## src/rtl/ccr_unit_pkg.sv

```systemverilog
// Shared flag-bit and jump-type definitions for the condition-code register and the branch unit.
package ccr_unit_pkg;

    localparam int FLAG_Z    = 0;
    localparam int FLAG_N    = 1;
    localparam int FLAG_C    = 2;
    localparam int FLAG_V    = 3;
    localparam int NUM_FLAGS = 4;

    typedef logic [NUM_FLAGS-1:0] flags_t;

    typedef enum logic [1:0] {
        JT_JZ  = 2'b00,
        JT_JN  = 2'b01,
        JT_JC  = 2'b10,
        JT_JMP = 2'b11
    } jmp_type_e;

    // A taken conditional jump consumes the flag it tested; JMP tests nothing.
    function automatic logic jmp_consumes(input logic [1:0] jt, input int bit_idx);
        return (jt != JT_JMP) && (int'(jt) == bit_idx);
    endfunction

endpackage

```

## src/rtl/ccr_unit_if.sv

```systemverilog
// Pipeline-side request/response bundle of the condition-code register.
interface ccr_unit_if #(
    parameter int SHADOW_DEPTH = 2
);
    import ccr_unit_pkg::*;

    localparam int CNT_W = $clog2(SHADOW_DEPTH + 1);

    logic             stall;
    flags_t           alu_flags;
    flags_t           alu_flags_we;
    logic             setc;
    logic             clrc;
    logic             jmp_taken;
    logic [1:0]       jmp_type;
    logic             int_save;
    logic             rti_restore;
    flags_t           ccr;
    flags_t           ccr_fwd;
    logic [CNT_W-1:0] shadow_count;
    logic             shadow_ovf;
    logic             shadow_unf;

    modport master (
        output stall, alu_flags, alu_flags_we, setc, clrc, jmp_taken, jmp_type,
               int_save, rti_restore,
        input  ccr, ccr_fwd, shadow_count, shadow_ovf, shadow_unf
    );

    modport slave (
        input  stall, alu_flags, alu_flags_we, setc, clrc, jmp_taken, jmp_type,
               int_save, rti_restore,
        output ccr, ccr_fwd, shadow_count, shadow_ovf, shadow_unf
    );

endinterface

```

## src/rtl/ccr_shadow_stack.sv

```systemverilog
// LIFO of flag snapshots for interrupt nesting, with sticky overflow/underflow indicators.
module ccr_shadow_stack #(
    parameter int DEPTH = 2,
    parameter int WIDTH = 4,
    parameter int CNT_W = $clog2(DEPTH + 1)
) (
    input  logic             clk,
    input  logic             rst_n,
    input  logic             push,
    input  logic             pop,
    input  logic [WIDTH-1:0] push_data,
    output logic [WIDTH-1:0] top_data,
    output logic             top_valid,
    output logic [CNT_W-1:0] count,
    output logic             ovf,
    output logic             unf
);
    logic [WIDTH-1:0] entries [DEPTH];
    logic [CNT_W-1:0] count_reg;
    logic             ovf_reg;
    logic             unf_reg;
    logic             full;
    logic             empty;
    logic             push_ok;
    logic             pop_ok;

    assign full    = (count_reg == CNT_W'(DEPTH));
    assign empty   = (count_reg == '0);
    // Pop takes precedence over a simultaneous push.
    assign pop_ok  = pop && !empty;
    assign push_ok = push && !pop && !full;

    genvar gi;
    generate
        for (gi = 0; gi < DEPTH; gi++) begin : g_entry
            logic [WIDTH-1:0] entry_reg;
            always_ff @(posedge clk or negedge rst_n) begin
                if (!rst_n)
                    entry_reg <= '0;
                else if (push_ok && count_reg == CNT_W'(gi))
                    entry_reg <= push_data;
            end
            assign entries[gi] = entry_reg;
        end
    endgenerate

    always_ff @(posedge clk or negedge rst_n) begin
        if (!rst_n) begin
            count_reg <= '0;
            ovf_reg   <= 1'b0;
            unf_reg   <= 1'b0;
        end else begin
            if (pop_ok)
                count_reg <= count_reg - CNT_W'(1);
            else if (push_ok)
                count_reg <= count_reg + CNT_W'(1);
            if (pop && empty)
                unf_reg <= 1'b1;
            if (push && !pop && full)
                ovf_reg <= 1'b1;
        end
    end

    always_comb begin
        top_data = '0;
        for (int i = 0; i < DEPTH; i++)
            if (count_reg == CNT_W'(i + 1))
                top_data = entries[i];
    end

    assign top_valid = !empty;
    assign count     = count_reg;
    assign ovf       = ovf_reg;
    assign unf       = unf_reg;

endmodule

```

## src/rtl/ccr_unit.sv

```systemverilog
// Condition-code register: merges ALU, carry set/clear and jump-consume updates,
// with a combinational bypass and an interrupt shadow stack.
module ccr_unit
    import ccr_unit_pkg::*;
#(
    parameter int SHADOW_DEPTH = 2
) (
    input  logic      clk,
    input  logic      rst_n,
    ccr_unit_if.slave bus
);
    localparam int CNT_W = $clog2(SHADOW_DEPTH + 1);

    flags_t           ccr_reg;
    flags_t           merge_next;
    flags_t           ccr_next;
    flags_t           top_data;
    logic             top_valid;
    logic             push;
    logic             pop;
    logic [CNT_W-1:0] count;
    logic             ovf;
    logic             unf;

    // Per-bit merge, lowest priority applied first so later sources override.
    genvar gi;
    generate
        for (gi = 0; gi < NUM_FLAGS; gi++) begin : g_flag
            logic bit_next;
            always_comb begin
                bit_next = ccr_reg[gi];
                if (bus.jmp_taken && jmp_consumes(bus.jmp_type, gi))
                    bit_next = 1'b0;
                if (bus.alu_flags_we[gi])
                    bit_next = bus.alu_flags[gi];
                if (gi == FLAG_C) begin
                    if (bus.clrc)
                        bit_next = 1'b0;
                    else if (bus.setc)
                        bit_next = 1'b1;
                end
            end
            assign merge_next[gi] = bit_next;
        end
    endgenerate

    always_comb begin
        ccr_next = merge_next;
        if (bus.stall)
            ccr_next = ccr_reg;
        else if (bus.rti_restore && top_valid)
            ccr_next = top_data;
    end

    // A restore in the same cycle as a save wins; the save is discarded.
    assign pop  = bus.rti_restore && !bus.stall;
    assign push = bus.int_save && !bus.rti_restore && !bus.stall;

    always_ff @(posedge clk or negedge rst_n) begin
        if (!rst_n)
            ccr_reg <= '0;
        else
            ccr_reg <= ccr_next;
    end

    ccr_shadow_stack #(
        .DEPTH (SHADOW_DEPTH),
        .WIDTH (NUM_FLAGS),
        .CNT_W (CNT_W)
    ) u_shadow (
        .clk       (clk),
        .rst_n     (rst_n),
        .push      (push),
        .pop       (pop),
        .push_data (ccr_next),
        .top_data  (top_data),
        .top_valid (top_valid),
        .count     (count),
        .ovf       (ovf),
        .unf       (unf)
    );

    assign bus.ccr          = ccr_reg;
    assign bus.ccr_fwd      = ccr_next;
    assign bus.shadow_count = count;
    assign bus.shadow_ovf   = ovf;
    assign bus.shadow_unf   = unf;

endmodule
```

## src/flat_wrapper.sv

```systemverilog
// flat-port wrapper written by rule: the top's interface ports become plain ports
module ccr_unit_flat import ccr_unit_pkg::*;
#(
    parameter int SHADOW_DEPTH = 2
)
  (clk, rst_n, bus_stall, bus_alu_flags, bus_alu_flags_we, bus_setc, bus_clrc, bus_jmp_taken, bus_jmp_type, bus_int_save, bus_rti_restore, bus_ccr, bus_ccr_fwd, bus_shadow_count, bus_shadow_ovf, bus_shadow_unf);
  ccr_unit_if #(.SHADOW_DEPTH(SHADOW_DEPTH)) bus_i ();
  input  logic clk;
  input  logic rst_n;
  input wire logic [$bits(bus_i.stall)-1:0] bus_stall;
  input wire logic [$bits(bus_i.alu_flags)-1:0] bus_alu_flags;
  input wire logic [$bits(bus_i.alu_flags_we)-1:0] bus_alu_flags_we;
  input wire logic [$bits(bus_i.setc)-1:0] bus_setc;
  input wire logic [$bits(bus_i.clrc)-1:0] bus_clrc;
  input wire logic [$bits(bus_i.jmp_taken)-1:0] bus_jmp_taken;
  input wire logic [$bits(bus_i.jmp_type)-1:0] bus_jmp_type;
  input wire logic [$bits(bus_i.int_save)-1:0] bus_int_save;
  input wire logic [$bits(bus_i.rti_restore)-1:0] bus_rti_restore;
  output wire logic [$bits(bus_i.ccr)-1:0] bus_ccr;
  output wire logic [$bits(bus_i.ccr_fwd)-1:0] bus_ccr_fwd;
  output wire logic [$bits(bus_i.shadow_count)-1:0] bus_shadow_count;
  output wire logic [$bits(bus_i.shadow_ovf)-1:0] bus_shadow_ovf;
  output wire logic [$bits(bus_i.shadow_unf)-1:0] bus_shadow_unf;
  assign bus_i.stall = bus_stall;
  assign bus_i.alu_flags = bus_alu_flags;
  assign bus_i.alu_flags_we = bus_alu_flags_we;
  assign bus_i.setc = bus_setc;
  assign bus_i.clrc = bus_clrc;
  assign bus_i.jmp_taken = bus_jmp_taken;
  assign bus_i.jmp_type = bus_jmp_type;
  assign bus_i.int_save = bus_int_save;
  assign bus_i.rti_restore = bus_rti_restore;
  assign bus_ccr = bus_i.ccr;
  assign bus_ccr_fwd = bus_i.ccr_fwd;
  assign bus_shadow_count = bus_i.shadow_count;
  assign bus_shadow_ovf = bus_i.shadow_ovf;
  assign bus_shadow_unf = bus_i.shadow_unf;
  ccr_unit #(.SHADOW_DEPTH(SHADOW_DEPTH)) u_core (.clk(clk), .rst_n(rst_n), .bus(bus_i));
endmodule
```

## config.mk

```make
export PLATFORM = sky130hd
export DESIGN_NAME = ccr_unit_flat
export DESIGN_NICKNAME = d
export VERILOG_FILES = /design/src/rtl/ccr_unit_pkg.sv /design/src/rtl/ccr_unit_if.sv /design/src/rtl/ccr_shadow_stack.sv /design/src/rtl/ccr_unit.sv /design/src/flat_wrapper.sv
export SDC_FILE = /design/constraint.sdc
export NUM_CORES = 1
export LEC_CHECK = 0
export ABC_AREA = 0
export BUFFER_PORTS_ARGS = -buffer_cell sky130_fd_sc_hd__buf_2
export CAP_MARGIN = 15
export CORE_AREA = 2 2 41 58
export CTS_BUF_LIST = sky130_fd_sc_hd__clkbuf_8
export CTS_CLUSTER_SIZE = 12
export DETAILED_ROUTE_END_ITERATION = 10
export DIE_AREA = 0 0 43 60
export PLACE_DENSITY = 0.82
export RECOVER_POWER = 50
export SYNTH_ARGS = -nofsm -noshare
export SYNTH_HDL_FRONTEND = slang
export SYNTH_HIERARCHICAL = 1
export SYNTH_SLANG_ARGS = --single-unit
```

## constraint.sdc

```tcl
create_clock -name clk -period 2.05 [get_ports clk]
set_clock_uncertainty 0.05 [all_clocks]
set_input_delay 0.205 -clock clk [delete_from_list [all_inputs] [get_ports clk]]
set_output_delay 0.205 -clock clk [all_outputs]
set_load 0.05 [all_outputs]
```

* Word-level counts from Yosys, hierarchy flattened
Cells that the tools add are included.
** Cells by class
- Muxes and demuxes :: 16
- Reduce and logical (&&, ||, !) cells :: 27
- Add/sub/neg operators :: 2
- Eq/ne operators :: 6
** Operator list (count)
- $logic_and A1 B1 Y1 :: 19
- $mux W4 :: 4
- $mux W1 :: 10
- $eq A2 B2 Y1 const B :: 3
- $logic_not A1 Y1 :: 5
- $eq A2 B1 Y1 const B :: 2
- $logic_not A2 Y1 :: 2
- $mux W2 :: 2
- $add A2 B1 Y2 const B :: 1
- $ne A2 B2 Y1 const B :: 1
- $reduce_bool A2 Y1 :: 1
- $sub A2 B1 Y2 const B :: 1
** Storage, ports and cells
- Input bits :: 18
- Output and inout bits :: 12
- Word-level logic and storage cells :: 57
- Flip-flop bits (word level) :: 16

* Logic depth before layout (Yosys ltp)
Gate-level depths: netlist (run 1).
- Word-level depth :: 9
- Mapped depth :: 8
- Mapped depth without buffers :: 8

* Modules after synthesis
The synthesis (run 1) kept the hierarchy.
** By module, submodules not included
- ccr_shadow_stack :: sequential area each 300.3 µm², cells each 47, area an instance 619.3 µm², instances 1
- ccr_unit :: sequential area each 100.1 µm², cells each 34, area an instance 282.8 µm², instances 1

* Least setup slack after synthesis (run 1)
OpenSTA, ideal clock, no wires.
- Kind :: register -> register
- Start point :: reg u_core.u_shadow.count_reg[0], in the netlist u_core/u_shadow/count[0]
- End point :: reg u_core.u_shadow.g_entry[0].entry_reg[0]
- Data required time :: 1930 ps
- Period minus slack after synthesis :: 2962 ps
- Arrival time :: 2842 ps
- Setup time :: 70 ps
- Setup slack :: -912 ps
- Stages on the path, launching flop included :: 9
- Buffers on the path :: 0
- Cell sequence :: dfrtp_1 > inv_1 > ha_1 > and2b_2 > a22o_2 > and3_1 > a31oi_1 > o221ai_1 > mux2_4
** Between the ends
- Word-level cells in the longest chain between the ends :: 5
** Ends and longest elaborated chain
- from (decl) :: RTL line ccr_shadow_stack.sv:19 : logic [CNT_W-1:0] count_reg;
- from (signal assigned) :: RTL line ccr_shadow_stack.sv:54 : count_reg <= count_reg - CNT_W'(1);
- from (signal assigned) :: RTL line ccr_shadow_stack.sv:56 : count_reg <= count_reg + CNT_W'(1);
- $eq A2 B1 Y1 :: RTL line ccr_shadow_stack.sv:67 : if (count_reg == CNT_W'(i + 1))
- $mux W4 :: RTL line ccr_shadow_stack.sv:67
- $mux W4 (*) :: RTL line ccr_shadow_stack.sv:67
- via u_core.top_data[0] :: RTL line ccr_unit.sv:17 : flags_t top_data;
- $mux W4 (*) :: RTL line ccr_unit.sv:51 : else if (bus.rti_restore && top_valid)
- $mux W4 (*) :: RTL line ccr_unit.sv:49 : if (bus.stall)
- via bus_ccr_fwd[0] :: RTL line flat_wrapper.sv:20 : output wire logic [$bits(bus_i.ccr_fwd)-1:0] bus_ccr_fwd;
- to (signal assigned) :: RTL line ccr_shadow_stack.sv:41 : entry_reg <= push_data;
- to (decl) :: RTL line ccr_shadow_stack.sv:36 : logic [WIDTH-1:0] entry_reg;
Mark *: on every way through the listed nets, which the timed path passes. The rest lies on a longest branch.
A chain may end at the register's enable or synchronous reset.

* Worst setup path after layout (run 1)
- Start point :: reg u_core.u_shadow.count_reg[0], in the netlist u_core/u_shadow/count[0]
- End point :: out bus_ccr_fwd[0]
** Between the ends
- Word-level cells in the longest chain between the ends :: 5
** Ends and longest elaborated chain (RTL line)
- $eq A2 B1 Y1 :: ccr_shadow_stack.sv:67
- $mux W4 :: ccr_shadow_stack.sv:67
- $mux W4 (*) :: ccr_shadow_stack.sv:67
- via u_core.top_data[0] :: ccr_unit.sv:17
- $mux W4 (*) :: ccr_unit.sv:51
- $mux W4 (*) :: ccr_unit.sv:49
- to (decl) :: flat_wrapper.sv:20
Marked as above.

==> metrics.md, run 1 <==
| Metric | Value |
|---|---|
| Outcome | finished, violations left |
| Failing checks | negative setup slack |
| Tmin final | 2.202 ns |
| Power per cell area | 1224 nW/µm² |
| CP endpoint kind | primary output |
| RSZ-0062 raised after global routing | true |
| Area leader, netlist | dfrtp_1 |
| Synth top area share | 44.38% |
| Chip width | 43 µm |
| # Max-Cap Violations | 0 |
| Mapped Area | 902.1 µm² |
| Final Setup Violations | 7 |
| Vias | 770 |
| Startpoint types | flip-flop |
| Ports | 30 |
| Pre-antenna DRT Iters | 4 |
| Global route overflow | 0 |
| Seq/Total Area, Yosys | 44.38% |
| CP max FO | 3 |
| Non-Filler Instances | 141 |
| Routed wire per std cell | 15.27 µm |
| Hold depth | 4 |
| Worst path required time | 1.79 ns |
| Worst path arrival time | 1.95 ns |
| Vias per inst | 5.461 |
| P_sw | 0.7000 mW |
| Critical path capture point | bus_ccr_fwd[0] |
| TritonCTS Buffers | 3 |
| Top post-synthesis cells by count | 16 x dfrtp_1, 8 x mux2_4, 6 x and3_1 |
| Final hold viol count | 0 |
| Sw Share | 43.21% |
| Slew @ Worst Pin | 0.8209 ns |
| Reg2Reg Depth | 9 |
| CTS H-tree lvls | 1 |
| Combinational group share of total power | 54.0% |
| Reg clk slew, reported paths | 0.06 ns |
| Fraction of registers with async set/reset | 100.0% |
| Synth-to-layout area growth | 46.74% |
| Port-buffer cells | 29 |
| Final Cycle Share | 107.4% |
| Mapped Avg Cell Area | 11.14 µm² |
| GRT Resource Usage Total | 19.01% |
| Pint | 0.9201 mW |
| Most common cell in the netlist | dfrtp_1 |
| DRC viols | 0 |
| Fill cells | 170 |
| Die Y | 60 µm |
| Max reg flops | 8 |
| Max VDD drop | 699.6 µV |
| Synth top area cells | dfrtp_1 44%, mux2_4 13%, and3_1 4.2% |
| Max Slew Vio Count | 0 |
| Setup ws final | -0.1520 ns |
| Core area | 2102 µm² |
| GP Congestion | 0.8315 |
| Setup crit start | u_core/u_shadow/count[0]$_DFFE_PN0P_ |
| Seq pwr share | 31.5% |
| Total wire length | 2153 µm |
| Hpwl dp | 1617 µm |
| Crit Reg-Reg Startpoint | u_core/u_shadow/count[0]$_DFFE_PN0P_ |
| Type of the worst setup path | flip-flop to primary output |
| Initial drt markers | 8 |
| Reg-to-Reg End | u_core/u_shadow/g_entry[1].entry_reg[0]$_DFFE_PN0P_ |
| Vias in the first global route | 813 |
| CTS root buffer | clkbuf_8 |
| Post-synth top flop | dfrtp_1 |
| Hold/Removal Path Class | primary input to flip-flop |
| Largest net degree at the start of global routing | 17 |
| Fin nets | 141 |
| Ratio of cells with drive above 1 in the final layout | 59.66% |
| Synth cell types | 27 |
| DP Cell Count | 131 |
| Routed Antenna Nets | 0 |
| Post-synthesis net count | 102 |
| Max Freq | 454.1 MHz |
| Initial Util | 42.92% |
| Number of flops mapped to enable cells by yosys | 0 |
| Ys Warns | 6 |
| Cells after Synth | 81 |
| # diodes | 0 |
| Leakage | 0.6114 nW |
| Worst skew pair latency | 0.25 ns |
| Global-route wire length before repair | 3519 µm |
| Synth Register Bits | 16 |
| Final core utilization | 62.98% |
| FP Rows | 20 |
| # clock sinks | 16 |
| CTS tree | yes |
| Reg2Reg Setup Slack | -0.03 ns |
| Clock Power Share | 14.5% |
| CTS max path bufs | 2 |
| Setup TNS | -0.4832 ns |
| Max_slew headroom | 45.28% |
| Die area | 2580 µm² |
| Initial antenna violation count | 0 |
## through the flow
step | instance area (µm²) | power [mW] | setup WS, ns | hold WS [ns]
after global routing | 1324 | 1.712 | -0.2228 | 0.3441
final | 1324 | 1.620 | -0.1520 | 0.3322
after CTS | 1309 | 1.610 | -0.1607 | 0.3316
after floorplan | 1015 | 1.123 | -0.2257 | -0.1406
after global placement | 1175 | 1.274 | 0.07385 | 0.07557
after detailed placement | 1175 | 1.294 | 0.02799 | 0.08547
## repair_timing
action,in CTS,in global routing
pin swaps,4,3
gates cloned,0,0
setup endpoints to repair,4,12
hold buffers,1,0
hold endpoints to repair,16,0
gates resized for setup,13,4
buffers inserted,5,0
## power groups by stage
stage | Sequential [mW] | Combinational (mW) | Clock [mW]
2_1_floorplan | 0.679 | 0.444 | 0
3_3_place_gp | 0.512 | 0.762 | 0
3_5_place_dp | 0.517 | 0.777 | 0
4_1_cts | 0.511 | 0.861 | 0.238
5_1_grt | 0.523 | 0.939 | 0.251
6_report | 0.511 | 0.874 | 0.235
## placed cells by master (no fill, tap or decap), types with 2 or more instances in the layout
| cell type | count |
|---|---|
| nand3b_1 | 3 |
| nor2b_1 | 2 |
| o21ai_4 | 2 |
| inv_2 | 3 |
| o21ai_0 | 2 |
| buf_4 | 4 |
| clkbuf_8 | 3 |
| a221oi_1 | 2 |
| nor2_1 | 2 |
| buf_2 | 24 |
| nor3b_1 | 2 |
| a21oi_1 | 3 |
| and3_1 | 4 |
| a22o_2 | 3 |
| dfrtp_1 | 14 |
| buf_6 | 7 |
| a31oi_4 | 3 |
| nand2_1 | 5 |
| dfrtp_2 | 2 |
| inv_1 | 3 |
| mux2_4 | 8 |
| and3_4 | 2 |
## cells by family after synthesis
logic type,Yosys count,synth area share (%)
AND/OR/NAND/NOR,25,17.06
AO/OA/AOI/OAI,20,14.98
flip-flops,16,44.38
buffers and inverters,8,5.131
multiplexers,8,13.32
adder cells (fa/ha/maj),3,4.161
XOR/XNOR,1,0.9711
## per-layer routing
metal | vias to the layer above | part of all wire (%) | track usage, %
li1 | 372 | - | -
met1 | 372 | 37 | 20.00
met2 | 21 | 56 | 34.85
met3 | 5 | 5.2 | 3.323
met4 | 0 | 2.0 | 11.26
met5 | - | 0 | 0
## area by class of cell
| cell class | instances | area (µm²) | share of cell area, % |
|---|---|---|---|
| clock inverters | 1 | 3.754 | 0.2836 |
| repair buffers | 37 | 242.7 | 18.34 |
| inverters | 5 | 18.77 | 1.418 |
| clock buffers | 3 | 41.29 | 3.119 |
| flip-flops and latches | 16 | 402.9 | 30.43 |
| well taps | 22 | 27.53 | 2.079 |
| multi-input cells | 57 | 586.8 | 44.33 |
## worst min-delay path by stage
stage / from / endpoint / slack, ns
after floorplan: rst_n / u_core/bus.ccr[0]$_DFF_PN0_ / -0.14
after global placement: rst_n / u_core/u_shadow/g_entry[1].entry_reg[2]$_DFFE_PN0P_ / 0.08
after detailed placement: rst_n / u_core/u_shadow/g_entry[1].entry_reg[0]$_DFFE_PN0P_ / 0.09
after CTS: bus_setc / u_core/bus.ccr[2]$_DFF_PN0_ / 0.33
after global routing: bus_setc / u_core/bus.ccr[2]$_DFF_PN0_ / 0.34
final: bus_setc / u_core/bus.ccr[2]$_DFF_PN0_ / 0.33
## critical path, cell delays in order (launching register included)
cell,delay (ns)
dfrtp_2,0.42
inv_2,0.08
ha_4,0.12
and2b_2,0.23
a22o_2,0.21
and3_4,0.17
a31oi_4,0.15
o221ai_4,0.13
buf_6,0.18
Note: power is estimated with default switching activity, not from simulation.
==> run 2: changes to the inputs <==
--- a/config.mk
+++ b/config.mk
@@ -15,6 +15,7 @@
 export DIE_AREA = 0 0 43 60
 export PLACE_DENSITY = 0.82
 export RECOVER_POWER = 50
+export SETUP_SLACK_MARGIN = 0.4
 export SYNTH_ARGS = -nofsm -noshare
 export SYNTH_HDL_FRONTEND = slang
 export SYNTH_HIERARCHICAL = 1
==> run 2 against run 1 <==
The flow still finishes with violations (negative setup slack); count of clock-buffer cells in the layout increased by 1; setup slack worse by 0.017 ns; final area is 2.9% higher; core utilization grew 1.8 points; fmax is 0.75% lower; sequential share of layout area down 0.87 points; global-route usage increased by 1.2 points; via count increased by 3.9%; wire length up 8.1%; non-clock buffer count increased by 1; combinational power increased by 4.6%; sequential cell count is the same; critical path type unchanged; critical endpoint unchanged; largest power group unchanged.
==> metrics.md, run 2 (synthesis gave the netlist of run 1 again) <==
| Metric | Value |
|---|---|
| Setup TNS | -0.5571 ns |
| RSZ-0062 raised after global routing | true |
| Tmin final | 2.219 ns |
| Startpoint types | flip-flop |
| Type of the worst setup path | flip-flop to primary output |
| # clock sinks | 16 |
| Worst skew pair latency | 0.26 ns |
| Ports | 30 |
| Global route overflow | 0 |
| Slowest stage delay, CP | 0.42 ns |
| Worst path required time | 1.79 ns |
| FP Rows | 20 |
| Power per cell area | 1255 nW/µm² |
| GRT Resource Usage Total | 20.25% |
| Initial Util | 42.92% |
| Routed wire per std cell | 16.39 µm |
| Failing checks | negative setup slack |
| Hold depth | 4 |
| CP max FO | 3 |
| Reg clk slew, reported paths | 0.06 ns |
| CP endpoint kind | primary output |
| Global route hottest layer | met2 |
| CTS max path bufs | 2 |
| Commonest non-fill, non-tap cell in the layout | buf_2 |
| Hold/Removal Path Class | primary input to flip-flop |
| Max VDD drop | 760.8 µV |
| Outcome | finished, violations left |
| Reg2Reg Depth | 9 |
| CTS root buffer | clkbuf_8 |
| Fin nets | 142 |
| Pre-antenna DRT Iters | 4 |
| Crit path max-delay family | compound AO/OA/AOI/OAI gates |
| Max reg flops | 8 |
| Port-buffer cells | 29 |
| Routed Antenna Nets | 0 |
| Global-route wire length before repair | 3815 µm |
| Hpwl dp | 1795 µm |
| Met2 usage | 36.58% |
| Most frequent cells in the layout | 24 x buf_2, 14 x dfrtp_1, 8 x mux2_4 |
| Total wire length | 2327 µm |
| Vias per inst | 5.634 |
| Core area | 2102 µm² |
| Largest net degree at the start of global routing | 17 |
| Pre-CTS setup slack | 0.01868 ns |
| Vias in the first global route | 851 |
| GP Congestion | 0.7347 |
| TritonCTS Buffers | 3 |
| Worst path bufs/invs | 2 |
| Die Y | 60 µm |
| Max_slew headroom | 40.37% |
| # diodes | 0 |
| Worst path arrival time | 1.96 ns |
| Vias | 800 |
| Final Cycle Share | 108.2% |
| CTS H-tree lvls | 1 |
| Max Slew Vio Count | 0 |
| Slew @ Worst Pin | 0.8944 ns |
| Initial drt markers | 5 |
| Ratio of cells with drive above 1 in the final layout | 61.67% |
| # Max-Cap Violations | 0 |
| DRC viols | 0 |
| Met1 usage | 22.84% |
| Synth-to-layout area growth | 51.04% |
| Worst path depth | 8 |
| Met3 usage | 2.115% |
| Setup ws final | -0.1687 ns |
| Initial antenna violation count | 0 |
| Final Setup Violations | 7 |
| Critical-path cell list | inv_2, ha_4, and2b_2, a22o_2, and3_4, a31oi_4, o221ai_4, buf_6 |
| Slowest CP cell | dfrtp_2 |
| Final hold viol count | 0 |
| Die area | 2580 µm² |
| CTS tree | yes |
| Leakage | 0.6174 nW |
| Chip width | 43 µm |
| Max Freq | 450.7 MHz |
[run 2: repair_timing]
action                     CTS  global route
hold buffers                 1             0
setup endpoints to repair   15            15
gates cloned                 0             0
resized for setup           12             2
pin swaps                    1             0
hold endpoints to repair    16             0
setup buffers                5             1
[run 2: cell type report]
| type | instances | area (µm²) |
|---|---|---|
| timing repair buffer | 38 | 250.2 |
| fill | 177 | 739.5 |
| multi-input combinational | 57 | 605.6 |
| sequential | 16 | 402.9 |
| tap | 22 | 27.53 |
| inverter | 5 | 21.27 |
| clock buffer | 4 | 55.05 |
[run 2: report_power, final]
group / switching, mW / internal [mW]
Clock: 0.117 / 0.171
Sequential: 0.0770 / 0.430
Combinational: 0.536 / 0.378
[run 2: per-stage QoR]
stage	cells	total power [mW]	hold WS, ns	utilization (%)	cell area [µm²]
after floorplan	81	1.141	-0.1406	-	1044
after global routing	142	1.796	0.3155	64.82	1363
after global placement	131	1.295	0.08335	57.26	1204
final	142	1.710	0.2761	64.82	1363
after detailed placement	131	1.329	0.09052	57.26	1204
after CTS	141	1.695	0.2823	63.99	1345
[run 2: worst paths after layout]
path | slack [ns] | endpoint | from
worst max-delay path | -0.17 | bus_ccr_fwd[0] | u_core/u_shadow/count[0]$_DFFE_PN0P_
worst min-delay path | 0.28 | u_core/u_shadow/unf$_DFFE_PN0P_ | bus_stall
worst max register to register | -0.06 | u_core/u_shadow/g_entry[0].entry_reg[0]$_DFFE_PN0P_ | u_core/u_shadow/count[0]$_DFFE_PN0P_
worst min register to register | 0.42 | u_core/u_shadow/ovf$_DFFE_PN0P_ | u_core/u_shadow/ovf$_DFFE_PN0P_
max in group asynchronous | 0.82 | u_core/u_shadow/count[0]$_DFFE_PN0P_ | rst_n
min in group asynchronous | 0.53 | u_core/u_shadow/unf$_DFFE_PN0P_ | rst_n
[run 2: metal layers]
metal	wire length, µm	vias to the layer above
met3	126	5
met5	0	-
met1	852	395
met2	1296	26
li1	-	374
met4	52	0
[run 2: worst min-delay path, stage by stage]
cell	delay (ns)
buf_2	0.11
nor2b_1	0.09
nand2_1	0.08
nand2b_1	0.06
==> run 3: changes to the inputs <==
--- a/config.mk
+++ b/config.mk
@@ -8,12 +8,14 @@
 export ABC_AREA = 0
 export BUFFER_PORTS_ARGS = -buffer_cell sky130_fd_sc_hd__buf_2
 export CAP_MARGIN = 15
-export CORE_AREA = 2 2 41 58
+export CELL_PAD_IN_SITES_DETAIL_PLACEMENT = 1
+export CELL_PAD_IN_SITES_GLOBAL_PLACEMENT = 1
+export CORE_AREA = 2 2 46 66
 export CTS_BUF_LIST = sky130_fd_sc_hd__clkbuf_8
 export CTS_CLUSTER_SIZE = 12
 export DETAILED_ROUTE_END_ITERATION = 10
-export DIE_AREA = 0 0 43 60
-export PLACE_DENSITY = 0.82
+export DIE_AREA = 0 0 48 68
+export PLACE_DENSITY = 0.83
 export RECOVER_POWER = 50
 export SETUP_SLACK_MARGIN = 0.4
 export SYNTH_ARGS = -nofsm -noshare
==> run 3 against run 2 <==
The run still ends with negative setup slack left; count of clock-buffer cells in the layout did not move; sequential power rose by 1%; sequential share of layout area fell by 1.1 points; critical path type unchanged; setup slack improved by 0.0084 ns; core utilization fell by 13 points; critical path depth did not move; register-to-register slack barely moved; global-route usage fell by 2.8 points; cell count rose by 13%; clock power fell by 3%; largest power group unchanged; via count rose by 1.8%; worst hold slack improved by 0.049 ns.
==> metrics.md, run 3 (synthesis gave the netlist of run 1 again) <==
| Metric | Value |
|---|---|
| Outcome | finished, violations left |
| Failing checks | negative setup slack |
| Power per cell area | 1261 nW/µm² |
| Routed wire per std cell | 16.43 µm |
| Synth-to-layout area growth | 57.00% |
| Vias | 814 |
| # clock sinks | 16 |
| Core area | 2734 µm² |
| Met2 usage | 33.50% |
| DP Cell Count | 146 |
| Initial drt markers | 7 |
| Global route hottest layer | met2 |
| Ratio of cells with drive above 1 in the final layout | 63.41% |
| Slew @ Worst Pin | 0.9186 ns |
| Seq pwr share | 28.7% |
| Met3 usage | 2.639% |
| Max_slew headroom | 38.76% |
| Startpoint types | flip-flop |
| CP endpoint kind | primary output |
| Hold/Removal Path Class | primary input to flip-flop |
| Pre-antenna DRT Iters | 4 |
| Initial antenna violation count | 0 |
| Vias per inst | 5.088 |
| RSZ-0062 raised after global routing | true |
| Ports | 30 |
| Critical-path cell list | inv_2, ha_4, and2b_2, a22o_2, and3_4, a31oi_4, o221ai_4, buf_6 |
| Tmin final | 2.210 ns |
| # diodes | 0 |
| CTS root buffer | clkbuf_8 |
| Fill cells | 309 |
| Die Y | 68 µm |
| Worst path bufs/invs | 2 |
| Sw Share | 42.06% |
| DRC viols | 0 |
| Worst path required time | 1.79 ns |
| Most frequent cells in the layout | 23 x buf_2, 14 x dfrtp_1, 8 x buf_6, 8 x mux2_4, 7 x buf_4 |
| Vias in the first global route | 872 |
| Sequential cell area | 402.9 µm² |
| Fin nets | 145 |
| Slowest CP cell | dfrtp_2 |
| CTS max path bufs | 2 |
| Final Setup Violations | 9 |
| Area occupied by multi-input gates | 613.1 µm² |
| Setup ws final | -0.1603 ns |
| Clock Power Share | 15.6% |
| Met1 usage | 17.33% |
| Max Slew Vio Count | 0 |
| Pint | 1.035 mW |
| Leakage | 0.6323 nW |
| Crit path max-delay family | compound AO/OA/AOI/OAI gates |
| Final hold viol count | 0 |
| Die area | 3264 µm² |
| Initial Util | 33.00% |
| Global route overflow | 0 |
| GRT Resource Usage Total | 17.45% |
| Reg clk slew, reported paths | 0.06 ns |
| FP Rows | 23 |
| Hpwl dp | 2001 µm |
| Global-route wire length before repair | 3877 µm |
| Max reg flops | 8 |
| Port-buffer cells | 29 |
| Final Cycle Share | 107.8% |
| Non-Filler Instances | 160 |
| Commonest non-fill, non-tap cell in the layout | buf_2 |
| Worst path arrival time | 1.96 ns |
| Total power | 1.787 mW |
| CTS tree | yes |
| # Max-Cap Violations | 0 |
| P_sw | 0.7515 mW |
| CTS H-tree lvls | 1 |
| Worst skew pair latency | 0.25 ns |
| Type of the worst setup path | flip-flop to primary output |
| Total wire length | 2628 µm |
| Final core utilization | 51.81% |
| Max VDD drop | 964.4 µV |
| Max Freq | 452.4 MHz |
| GP Congestion | 0.7776 |
| Largest net degree at the start of global routing | 17 |
| Routed Antenna Nets | 0 |
| TritonCTS Buffers | 3 |
| Chip width | 48 µm |
| Combinational group share of total power | 55.7% |
| CP max FO | 3 |
| Slowest stage delay, CP | 0.42 ns |
[run 3: path summary, 6_finish.rpt]
path	cells after the start	from	to	slack, ns
worst min register to register	1	u_core/u_shadow/unf$_DFFE_PN0P_	u_core/u_shadow/unf$_DFFE_PN0P_	0.42
min in group asynchronous	2	rst_n	u_core/u_shadow/g_entry[0].entry_reg[0]$_DFFE_PN0P_	0.56
worst max register to register	9	u_core/u_shadow/count[0]$_DFFE_PN0P_	u_core/u_shadow/g_entry[0].entry_reg[0]$_DFFE_PN0P_	-0.06
worst min-delay path	4	bus_setc	u_core/bus.ccr[2]$_DFF_PN0_	0.33
max in group asynchronous	2	rst_n	u_core/u_shadow/count[1]$_DFFE_PN0P_	0.77
worst max-delay path	8	u_core/u_shadow/count[0]$_DFFE_PN0P_	bus_ccr_fwd[0]	-0.16
[run 3: power groups by stage]
stage	clock network, mW	registers [mW]	logic [mW]
floorplan	0	0.679	0.462
global placement	0	0.511	0.791
detailed placement	0	0.521	0.813
CTS	0.284	0.511	0.967
global route	0.305	0.528	1.06
finish	0.278	0.512	0.996
[run 3: per-layer routing]
layer	part of all wire (%)	wire length [µm]
met3	4.1	107
met4	1.4	37
met2	58	1535
met5	0	0
met1	36	948
[run 3: worst register-to-register path, stage by stage (launching register included)]
cell and delay, ns:
dfrtp_2 0.42, inv_2 0.08, ha_4 0.13, and2b_2 0.23
a22o_2 0.21, and3_4 0.17, a31oi_4 0.16, o221ai_4 0.12
buf_4 0.16, mux2_4 0.25
[run 3: layout make-up]
type	count	share of cell area, %
multi-input combinational	57	43.29
sequential	16	28.45
timing repair buffer	41	19.43
clock buffer	4	3.887
tap	37	3.269
inverter	5	1.678
[run 3: timing repair]
item                                    4_1_cts  5_1_grt
endpoints found under the setup margin       15       17
hold buffers                                  1        0
hold endpoints to repair                     16        0
cloned                                        0        0
setup buffers                                 8        1
pin swaps                                     5        4
resized for setup                            17        4
[run 3: metrics by stage]
stage / cell area [µm²] / setup slack [ns] / setup TNS (ns) / hold WS (ns)
2_1_floorplan: 1044 / -0.2257 / -0.9858 / -0.1406
3_3_place_gp: 1222 / 0.07300 / 0 / 0.08269
3_5_place_dp: 1222 / -0.005088 / -0.005088 / 0.08854
4_1_cts: 1401 / -0.1755 / -0.5706 / 0.3204
5_1_grt: 1416 / -0.2305 / -1.203 / 0.3347
6_report: 1416 / -0.1603 / -0.5529 / 0.3255
